**config.mk**
```make
export PLATFORM = sky130hd
export DESIGN_NAME = spi_apb_slave
export DESIGN_NICKNAME = d
export VERILOG_FILES = /design/src/rtl/spi_apb_slave.sv
export SDC_FILE = /design/constraint.sdc
export NUM_CORES = 1
export LEC_CHECK = 0
export CAP_MARGIN = 25
export CORE_MARGIN = 2
export CORE_UTILIZATION = 40
export CTS_CLUSTER_DIAMETER = 30
export CTS_CLUSTER_SIZE = 40
export DETAILED_ROUTE_END_ITERATION = 8
export PLACE_DENSITY = 0.7
export SLEW_MARGIN = 40
export SYNTH_ARGS = -nofsm -noshare
export SYNTH_HDL_FRONTEND = slang
export SYNTH_SLANG_ARGS = --single-unit
```
**constraint.sdc**
```tcl
create_clock -name pclk -period 4.7 [get_ports pclk]
set_input_delay 1.41 -clock pclk [delete_from_list [all_inputs] [get_ports pclk]]
set_output_delay 1.41 -clock pclk [all_outputs]
set_load 0.03 [all_outputs]
```
**src/rtl/spi_apb_slave.sv**
```systemverilog
// APB register slave for a byte-wide SPI core: control, status, clock divider,
// TX/RX byte FIFOs and a level interrupt.
module spi_apb_slave #(
    parameter int unsigned ADDR_WIDTH = 32,
    parameter int unsigned DATA_WIDTH = 32,
    parameter int unsigned FIFO_DEPTH = 4
) (
    input  logic                  pclk,
    input  logic                  preset_n,
    input  logic                  psel,
    input  logic                  penable,
    input  logic                  pwrite,
    input  logic [ADDR_WIDTH-1:0] paddr,
    input  logic [DATA_WIDTH-1:0] pwdata,
    input  logic [3:0]            pstrb,
    input  logic [2:0]            pprot,
    output logic [DATA_WIDTH-1:0] prdata,
    output logic                  pready,
    output logic                  pslverr,
    output logic [7:0]            tx_data,
    output logic                  tx_valid,
    input  logic                  tx_ready,
    input  logic [7:0]            rx_data,
    input  logic                  rx_valid,
    output logic                  spi_en,
    output logic [15:0]           clkdiv,
    output logic                  irq
);

    localparam int unsigned PW = $clog2(FIFO_DEPTH);
    localparam logic [PW:0] PTR_ONE = (PW+1)'(1);

    localparam logic [4:0] A_CTRL   = 5'h00;
    localparam logic [4:0] A_STATUS = 5'h04;
    localparam logic [4:0] A_TXDATA = 5'h08;
    localparam logic [4:0] A_RXDATA = 5'h0C;
    localparam logic [4:0] A_CLKDIV = 5'h10;

    localparam logic [DATA_WIDTH-1:0] STATUS_W1C = DATA_WIDTH'(32'h10);

    typedef enum logic [1:0] {
        IDLE,
        SETUP,
        ACCESS
    } apb_state_t;

    apb_state_t state, state_next;
    logic       waited;

    logic [2:0] ctrl;
    logic       rx_ovf;

    logic [7:0]  tx_mem [FIFO_DEPTH];
    logic [7:0]  rx_mem [FIFO_DEPTH];
    logic [PW:0] tx_wptr, tx_rptr;
    logic [PW:0] rx_wptr, rx_rptr;
    logic        tx_empty, tx_full, rx_empty, rx_full;
    logic [7:0]  rx_head;

    logic [4:0]            addr;
    logic                  rx_rd_sel;
    logic                  commit;
    logic                  err;
    logic                  wr_ok, rd_ok;
    logic                  tx_push, tx_pop, rx_push, rx_pop;
    logic                  ovf_set, ovf_clr;
    logic [DATA_WIDTH-1:0] rd_word;

    logic unused_inputs;
    assign unused_inputs = ^{paddr[ADDR_WIDTH-1:5], pstrb[3:2], pprot[2:1]};

    // ---------------- FIFO status ----------------
    assign tx_empty = (tx_wptr == tx_rptr);
    assign tx_full  = (tx_wptr[PW] != tx_rptr[PW]) && (tx_wptr[PW-1:0] == tx_rptr[PW-1:0]);
    assign rx_empty = (rx_wptr == rx_rptr);
    assign rx_full  = (rx_wptr[PW] != rx_rptr[PW]) && (rx_wptr[PW-1:0] == rx_rptr[PW-1:0]);

    assign tx_data  = tx_mem[tx_rptr[PW-1:0]];
    assign tx_valid = !tx_empty;
    assign rx_head  = rx_mem[rx_rptr[PW-1:0]];

    assign spi_en = ctrl[0];

    // ---------------- APB protocol FSM ----------------
    assign addr      = paddr[4:0];
    assign rx_rd_sel = !pwrite && (addr == A_RXDATA);
    // RXDATA reads hold off one ACCESS cycle; waited marks the second one
    assign pready    = (state == ACCESS) && psel && (!rx_rd_sel || waited);
    assign commit    = pready;

    always_ff @(posedge pclk or negedge preset_n) begin
        if (!preset_n) begin
            state  <= IDLE;
            waited <= 1'b0;
        end else begin
            state  <= state_next;
            waited <= (state == ACCESS) && !pready;
        end
    end

    always_comb begin
        state_next = state;
        case (state)
            IDLE: begin
                if (psel && !penable) state_next = SETUP;
            end
            SETUP: begin
                if (!psel)        state_next = IDLE;
                else if (penable) state_next = ACCESS;
            end
            ACCESS: begin
                if (!psel)       state_next = IDLE;
                else if (pready) state_next = (psel && !penable) ? SETUP : IDLE;
            end
            default: state_next = IDLE;
        endcase
    end

    // ---------------- Access decode ----------------
    always_comb begin
        err = 1'b0;
        if ((addr[1:0] != 2'b00) || (addr > A_CLKDIV)) begin
            err = 1'b1;
        end else begin
            case (addr)
                A_CTRL, A_CLKDIV: err = pwrite && !pprot[0];
                A_STATUS:         err = pwrite && ((pwdata & ~STATUS_W1C) != '0);
                A_TXDATA:         err = !pwrite || tx_full;
                A_RXDATA:         err = pwrite || rx_empty;
                default:          err = 1'b1;
            endcase
        end
    end

    assign wr_ok = commit && pwrite && !err;
    assign rd_ok = commit && !pwrite && !err;

    assign tx_push = wr_ok && (addr == A_TXDATA) && pstrb[0];
    assign tx_pop  = tx_valid && tx_ready && spi_en;
    assign rx_pop  = rd_ok && (addr == A_RXDATA);
    // a pop completing in the same cycle frees the slot for an incoming byte
    assign rx_push = rx_valid && (!rx_full || rx_pop);
    assign ovf_set = rx_valid && rx_full && !rx_pop;
    assign ovf_clr = wr_ok && (addr == A_STATUS) && pwdata[4];

    always_comb begin
        rd_word = '0;
        case (addr)
            A_CTRL:   rd_word[2:0]  = ctrl;
            A_STATUS: rd_word[4:0]  = {rx_ovf, rx_full, rx_empty, tx_full, tx_empty};
            A_RXDATA: rd_word[7:0]  = rx_head;
            A_CLKDIV: rd_word[15:0] = clkdiv;
            default:  rd_word       = '0;
        endcase
    end

    assign prdata  = rd_ok ? rd_word : '0;
    assign pslverr = commit && err;

    // ---------------- Registers ----------------
    always_ff @(posedge pclk or negedge preset_n) begin
        if (!preset_n) begin
            ctrl   <= '0;
            clkdiv <= 16'h0004;
        end else begin
            if (wr_ok && (addr == A_CTRL) && pstrb[0]) ctrl <= pwdata[2:0];
            if (wr_ok && (addr == A_CLKDIV)) begin
                if (pstrb[0]) clkdiv[7:0]  <= pwdata[7:0];
                if (pstrb[1]) clkdiv[15:8] <= pwdata[15:8];
            end
        end
    end

    always_ff @(posedge pclk or negedge preset_n) begin
        if (!preset_n) begin
            rx_ovf <= 1'b0;
        end else if (ovf_set) begin
            rx_ovf <= 1'b1;
        end else if (ovf_clr) begin
            rx_ovf <= 1'b0;
        end
    end

    always_ff @(posedge pclk or negedge preset_n) begin
        if (!preset_n) begin
            irq <= 1'b0;
        end else begin
            irq <= (ctrl[1] && tx_empty) || (ctrl[2] && !rx_empty) || rx_ovf;
        end
    end

    // ---------------- FIFOs ----------------
    always_ff @(posedge pclk or negedge preset_n) begin
        if (!preset_n) begin
            tx_wptr <= '0;
            tx_rptr <= '0;
            rx_wptr <= '0;
            rx_rptr <= '0;
        end else begin
            if (tx_push) tx_wptr <= tx_wptr + PTR_ONE;
            if (tx_pop)  tx_rptr <= tx_rptr + PTR_ONE;
            if (rx_push) rx_wptr <= rx_wptr + PTR_ONE;
            if (rx_pop)  rx_rptr <= rx_rptr + PTR_ONE;
        end
    end

    always_ff @(posedge pclk) begin
        if (tx_push) tx_mem[tx_wptr[PW-1:0]] <= pwdata[7:0];
        if (rx_push) rx_mem[rx_wptr[PW-1:0]] <= rx_data;
    end

endmodule

```
Word level (Yosys, flattened, before mapping)
Memories as Yosys holds them, arrays and structs flattened.
Index checks and enable logic that the tools add are counted.
- word-level logic and storage cells: 108
- bits in latches: 0
- bits in read-only memories: 0
- memories: 2
- bits in writable memories: 64
- register bits: 36
- memory list (name ; words ; bits a word ; rd ports ; clocked after memory_dff ; write ports ; line ; source):
    rx_mem ; 4 ; 8 ; 1 ; 0 ; 1 ; 54 ; logic [7:0] rx_mem [FIFO_DEPTH];
    tx_mem ; 4 ; 8 ; 1 ; 0 ; 1 ; 53 ; logic [7:0] tx_mem [FIFO_DEPTH];
- magnitude comparators: 1
- eq/ne operators: 15
- add/subtract/negate cells: 4
- mux-type cells: 20
- shift-type cells: 0
- multipliers: 0
- div/mod/pow operators: 0
- bitwise gates (word level): 0
- reduce and logical (&&, ||, !) cells: 55
- operators with widths (kind ; count):
    nonzero test 32 bit ; 1
    logical AND 1 bit ; 29
    two-way mux 16 bit ; 1
    adder 3 x 1 -> 3 bit (second input constant) ; 4
    one-hot mux 2 bit (3 select lines) ; 2
    one-hot mux 3 bit (4 select lines) ; 1
    equality test 5 x 4 -> 1 bit (second input constant) ; 2
    logical NOT 1 bit ; 10
    two-way mux 2 bit ; 5
    two-way mux 1 bit ; 8
    two-way mux 8 bit ; 1
    logical OR 1 bit ; 7
    equality test 3 bit ; 2
    != test 3 bit (second input constant) ; 2
    one-hot mux 3 bit (2 select lines) ; 1
    equality test 5 x 3 -> 1 bit (second input constant) ; 1
    equality test 5 bit (second input constant) ; 1
    > comparator 5 bit (second input constant) ; 1
    logical NOT 5 bit ; 1
    equality test 2 bit ; 2
    one-hot mux 1 bit (4 select lines) ; 1
    AND reduction 2 bit ; 2
    nonzero test 2 bit ; 2
    AND reduction 3 bit ; 1
    other kinds (6) ; 7

Depth between registers and ports, before layout
- word-level depth: 12
- depth in mapped cells: 6
- depth with buffers taken out: 5

Worst setup path before layout
No wires, ideal clock.
- path type: input to output
- start point: input paddr[4]
- end point: output pslverr
- path slack: 0.245 ns
- arrival: 3.045 ns
- data required time: 3.290 ns
- path buffers: 0
- stages on the path: 5
- cells stage by stage: and2b_1 nand2_1 nor3_1 nor2_1 a21boi_0
- word-level cells in the longest chain between the ends: 6
- elaborated cells on any way between the ends: 15
- those cells by class: order compare: 1; eq/ne: 4; mux: 2; reduce/logical: 8
- ends and longest elaborated chain (item ; line ; source):
    start: declaration ; 13 ; input logic [ADDR_WIDTH-1:0] paddr,
    equality test 5 x 4 -> 1 bit ; 86 ; assign rx_rd_sel = !pwrite && (addr == A_RXDATA);
    logical AND 1 bit ; 86 ;
    logical NOT 1 bit ; 88 ; assign pready = (state == ACCESS) && psel && (!rx_rd_sel || waited);
    logical OR 1 bit ; 88 ;
    logical AND 1 bit ; 88 ;
    named net pready ; 18 ; output logic pready,
    logical AND 1 bit ; 158 ; assign pslverr = commit && err;
    end: declaration ; 19 ; output logic pslverr,
The timed path passes the listed nets, and every way through them passes these cells.

Worst setup path in the final report
- start point: input paddr[1]
- end point: output pslverr
- word-level cells in the longest chain between the ends: 6
- elaborated cells on any way between the ends: 16
- those cells by class: order compare: 1; eq/ne: 4; mux: 2; reduce/logical: 9
- ends and longest elaborated chain (item ; line):
    branches (longest 5 deep; another with equality test 5 bit) ; -
    logical AND 1 bit (*) ; 158
Every way passes the cells marked *.

==> qor.yml <==
viasPerCell: 5.193
drc: 0
grt_usage_pct: 16.64
reg2reg_depth: 6
avgSynthCellArea_um2: 15.31
core_um2: 11470
synth-edff-count: 64
pin_count: 147
crit_chain: "clkdlybuf4s50_1 -> nor3_4 -> a21boi_1 -> nand3_1 -> a31o_2 -> a21boi_0 -> buf_4"
drive_gt1_share_pct: 25.63
grt_max_degree: 37
synth_cell_types: 56
hpwl_um: 7629
gp_congestion: 0.7674
grt_pass1_vias: 3106
cpLargestDelayFamily: "buffers and inverters"
antenna_found_initial: 0
cp.arrival_ns: 3.16
rows: 39
busiest_layer: "met2"
ir_drop_mv: 0.2508
start_util_pct: 41.11
slowest_stage: "clkdlybuf4s50_1"
use_met1_pct: 21.13
tightestPinTransition_ns: 0.7302
cts_max_level: 3
die_h_um: 112.6
drt_iter0_markers: 160
synth_top_area_share_pct: 40.76
postCtsSetupRepairBufs: 0
drt_pass1_iterations: 4
dp.cells: 564
io_buffers: 99
maxSlewViolCount: 0
rsz0062_at_grt: "false"
wl_per_cell_um: 17.62
place_ws_ns: -0.1336
period_needed_ns: 4.569
synth_cells: 308
drtAntennaViolNets: 0
outcome: "complete, no violations"
clkSinkCount: 100
leakage_nw: 2.550
min_from: "rx_wptr[2]"
syn-cell-area_um2: 4715
crit_required_ns: 3.29
synth.yosys.seq_area_share_pct: 59.90
finalSetupViolCount: 0
clkSlewWorstSetupHoldPaths_ns: 0.06
ys_seq_elements: 100
r2r_slack_ns: 2.07
grt_pass1_wl_um: 16300
holdBufCountCts: 0
cp-end-kind: "output port"
routed_wl_um: 10220
cts_buffers: 9
r2r_start: "rx_rptr[0]"
worst-path-max-fanout: 3
endpoint: "pslverr"
setup.worst_path.class: "input pin to output port"
slowest_delay_ns: 0.51
yosysTopAreaCell: "edfxtp_1"
crit_path_start: "paddr[1]"
syn_to_final_growth_pct: 33.36
skew_ns: 0.01491
fillers: 921
max_slew_margin_pct: 51.32
synthFlopType: "edfxtp_1"
cts.path.max_buffers: 2
use_met3_pct: 4.212
r2r-end: "rx_mem[2][1]"
holdCritPathClass: "flip-flop to flip-flop"
nets: 528
ys_async_sr_fraction_pct: 36.00
final_cell_count_no_fill: 580
globalRouteOverflowTotal: 0
power.density_nw_per_um2: 339.5
cap_violations: 0
final.period_utilization_pct: 97.21
synth_area_leaders: "edfxtp_1 (41%), dfrtp_1 (19%), mux4_2 (7.6%)"
cts_root_buf: "clkbuf_16"
cp.depth: 7
met2_usage_pct: 28.10
final.setup.worst_slack_ns: 0.1310
clk_latency_ns: 0.36
cts_tree: "built"
die_x_um: 112.6
final_hold_viol_count: 0
cp-start-kind: "input pin"
vias: 3012
worst-path-buf-inv: 2
fmax_mhz: 218.9
diodes: 0
yosys_warnings: 0
die_area_um2: 12670
[placed cells by master, fill, tap and decap left out, types with 3 or more instances in the layout]
master / instances
clkdlybuf4s50_1: 76
and2_1: 10
and3_1: 8
o21ai_0: 4
a22oi_1: 5
xnor2_1: 11
mux2_4: 17
dfrtp_1: 35
mux4_2: 16
nor2_1: 12
nand3_1: 6
o22ai_1: 3
edfxtp_1: 64
clkbuf_16: 9
dlymetal6s2s_1: 4
ha_1: 10
buf_4: 39
a22o_1: 4
mux2i_1: 4
nor2b_1: 3
nand2_1: 11
inv_1: 6
conb_1: 16
nor4_1: 5
mux2_2: 5
xor2_1: 5
nor4_2: 3
[power by group]
group | switching, W | internal (W) | leakage, nW
logic | 0.000161 | 0.000141 | 1.35
registers | 0.0000383 | 0.00102 | 1.05
clock network | 0.000346 | 0.000426 | 0.149
[layer usage]
layer	up-vias	wire, um
li1	1390	-
met1	1521	4262
met2	85	5317
met3	16	460
met4	0	180
met5	-	0
[synthesized netlist by cell type (3+ instances only)]
| library cell | n |
|---|---|
| edfxtp_1 | 64 |
| dfrtp_1 | 35 |
| buf_4 | 17 |
| mux2_4 | 17 |
| mux4_2 | 16 |
| nor2_1 | 12 |
| nand2_1 | 11 |
| xnor2_1 | 11 |
| and2_1 | 10 |
| ha_1 | 10 |
| and3_1 | 8 |
| nor4_1 | 8 |
| inv_1 | 6 |
| nand3_1 | 6 |
| a22oi_1 | 5 |
| mux2_2 | 5 |
| xor2_1 | 5 |
| a22o_1 | 4 |
| mux2i_1 | 4 |
| o21ai_0 | 4 |
| nor2b_1 | 3 |
| nor3_1 | 3 |
| o22ai_1 | 3 |
[logic make-up (layout without fill, tap and decap cells)]
group	count (synthesis)	after routing	share of synthesized area [%]
DFF	100	100	59.90
and+or+nand+nor	82	82	10.96
muxes	42	42	15.10
buffers and inverters	29	143	3.875
AOI/OAI and AO/OA	28	28	4.459
xor gates and xnor gates	16	16	2.972
adders and majority gates	10	10	2.654
other	1	16	0.07954
[worst min-delay path by stage]
stage               slack [ns]          to  cells past startpoint
floorplan                 0.46  tx_wptr[2]                      1
detailed placement        0.48  tx_wptr[2]                      1
CTS                       0.50  rx_wptr[2]                      1
finish                    0.49  rx_wptr[2]                      1
global placement          0.48  tx_wptr[2]                      1
global route              0.53  rx_wptr[2]                      1
[per-stage QoR]
stage	instance area [um2]	TNS (ns)	hold slack (ns)	utilization, %	total power (W)
floorplan	4771	0	0.4617	-	0.001253
global placement	5921	-0.1335	0.4791	51.63	0.001369
detailed placement	5923	-0.1336	0.4804	51.65	0.001384
CTS	6252	0	0.4957	54.52	0.002160
global route	6287	0	0.5292	54.83	0.002230
finish	6287	0	0.4906	54.83	0.002135
[final cells by class]
cell class | instances | area [um2] | area share (%)
repair buffers | 121 | 1144 | 18.19
multi-input cells | 194 | 1800 | 28.64
clock inverters | 7 | 92.59 | 1.473
flip-flops and latches | 100 | 2824 | 44.92
inverters | 6 | 22.52 | 0.3582
well taps | 143 | 178.9 | 2.846
clock buffers | 9 | 225.2 | 3.582
[flip-flops by register name (all words and copies together) (netlist names)]
| name | cells |
|---|---|
| rx_mem | 32 |
| tx_mem | 32 |
| clkdiv | 16 |
| ctrl | 3 |
| rx_rptr | 3 |
| rx_wptr | 3 |
| tx_rptr | 3 |
| tx_wptr | 3 |
| state | 2 |
| irq | 1 |
| rx_ovf | 1 |
| waited | 1 |
[repair_timing]
action                     in CTS  in global routing
pin swaps                       2                  3
resized for setup               2                  8
setup endpoints to repair       1                  6
Power figures use the tool's default switching activity.
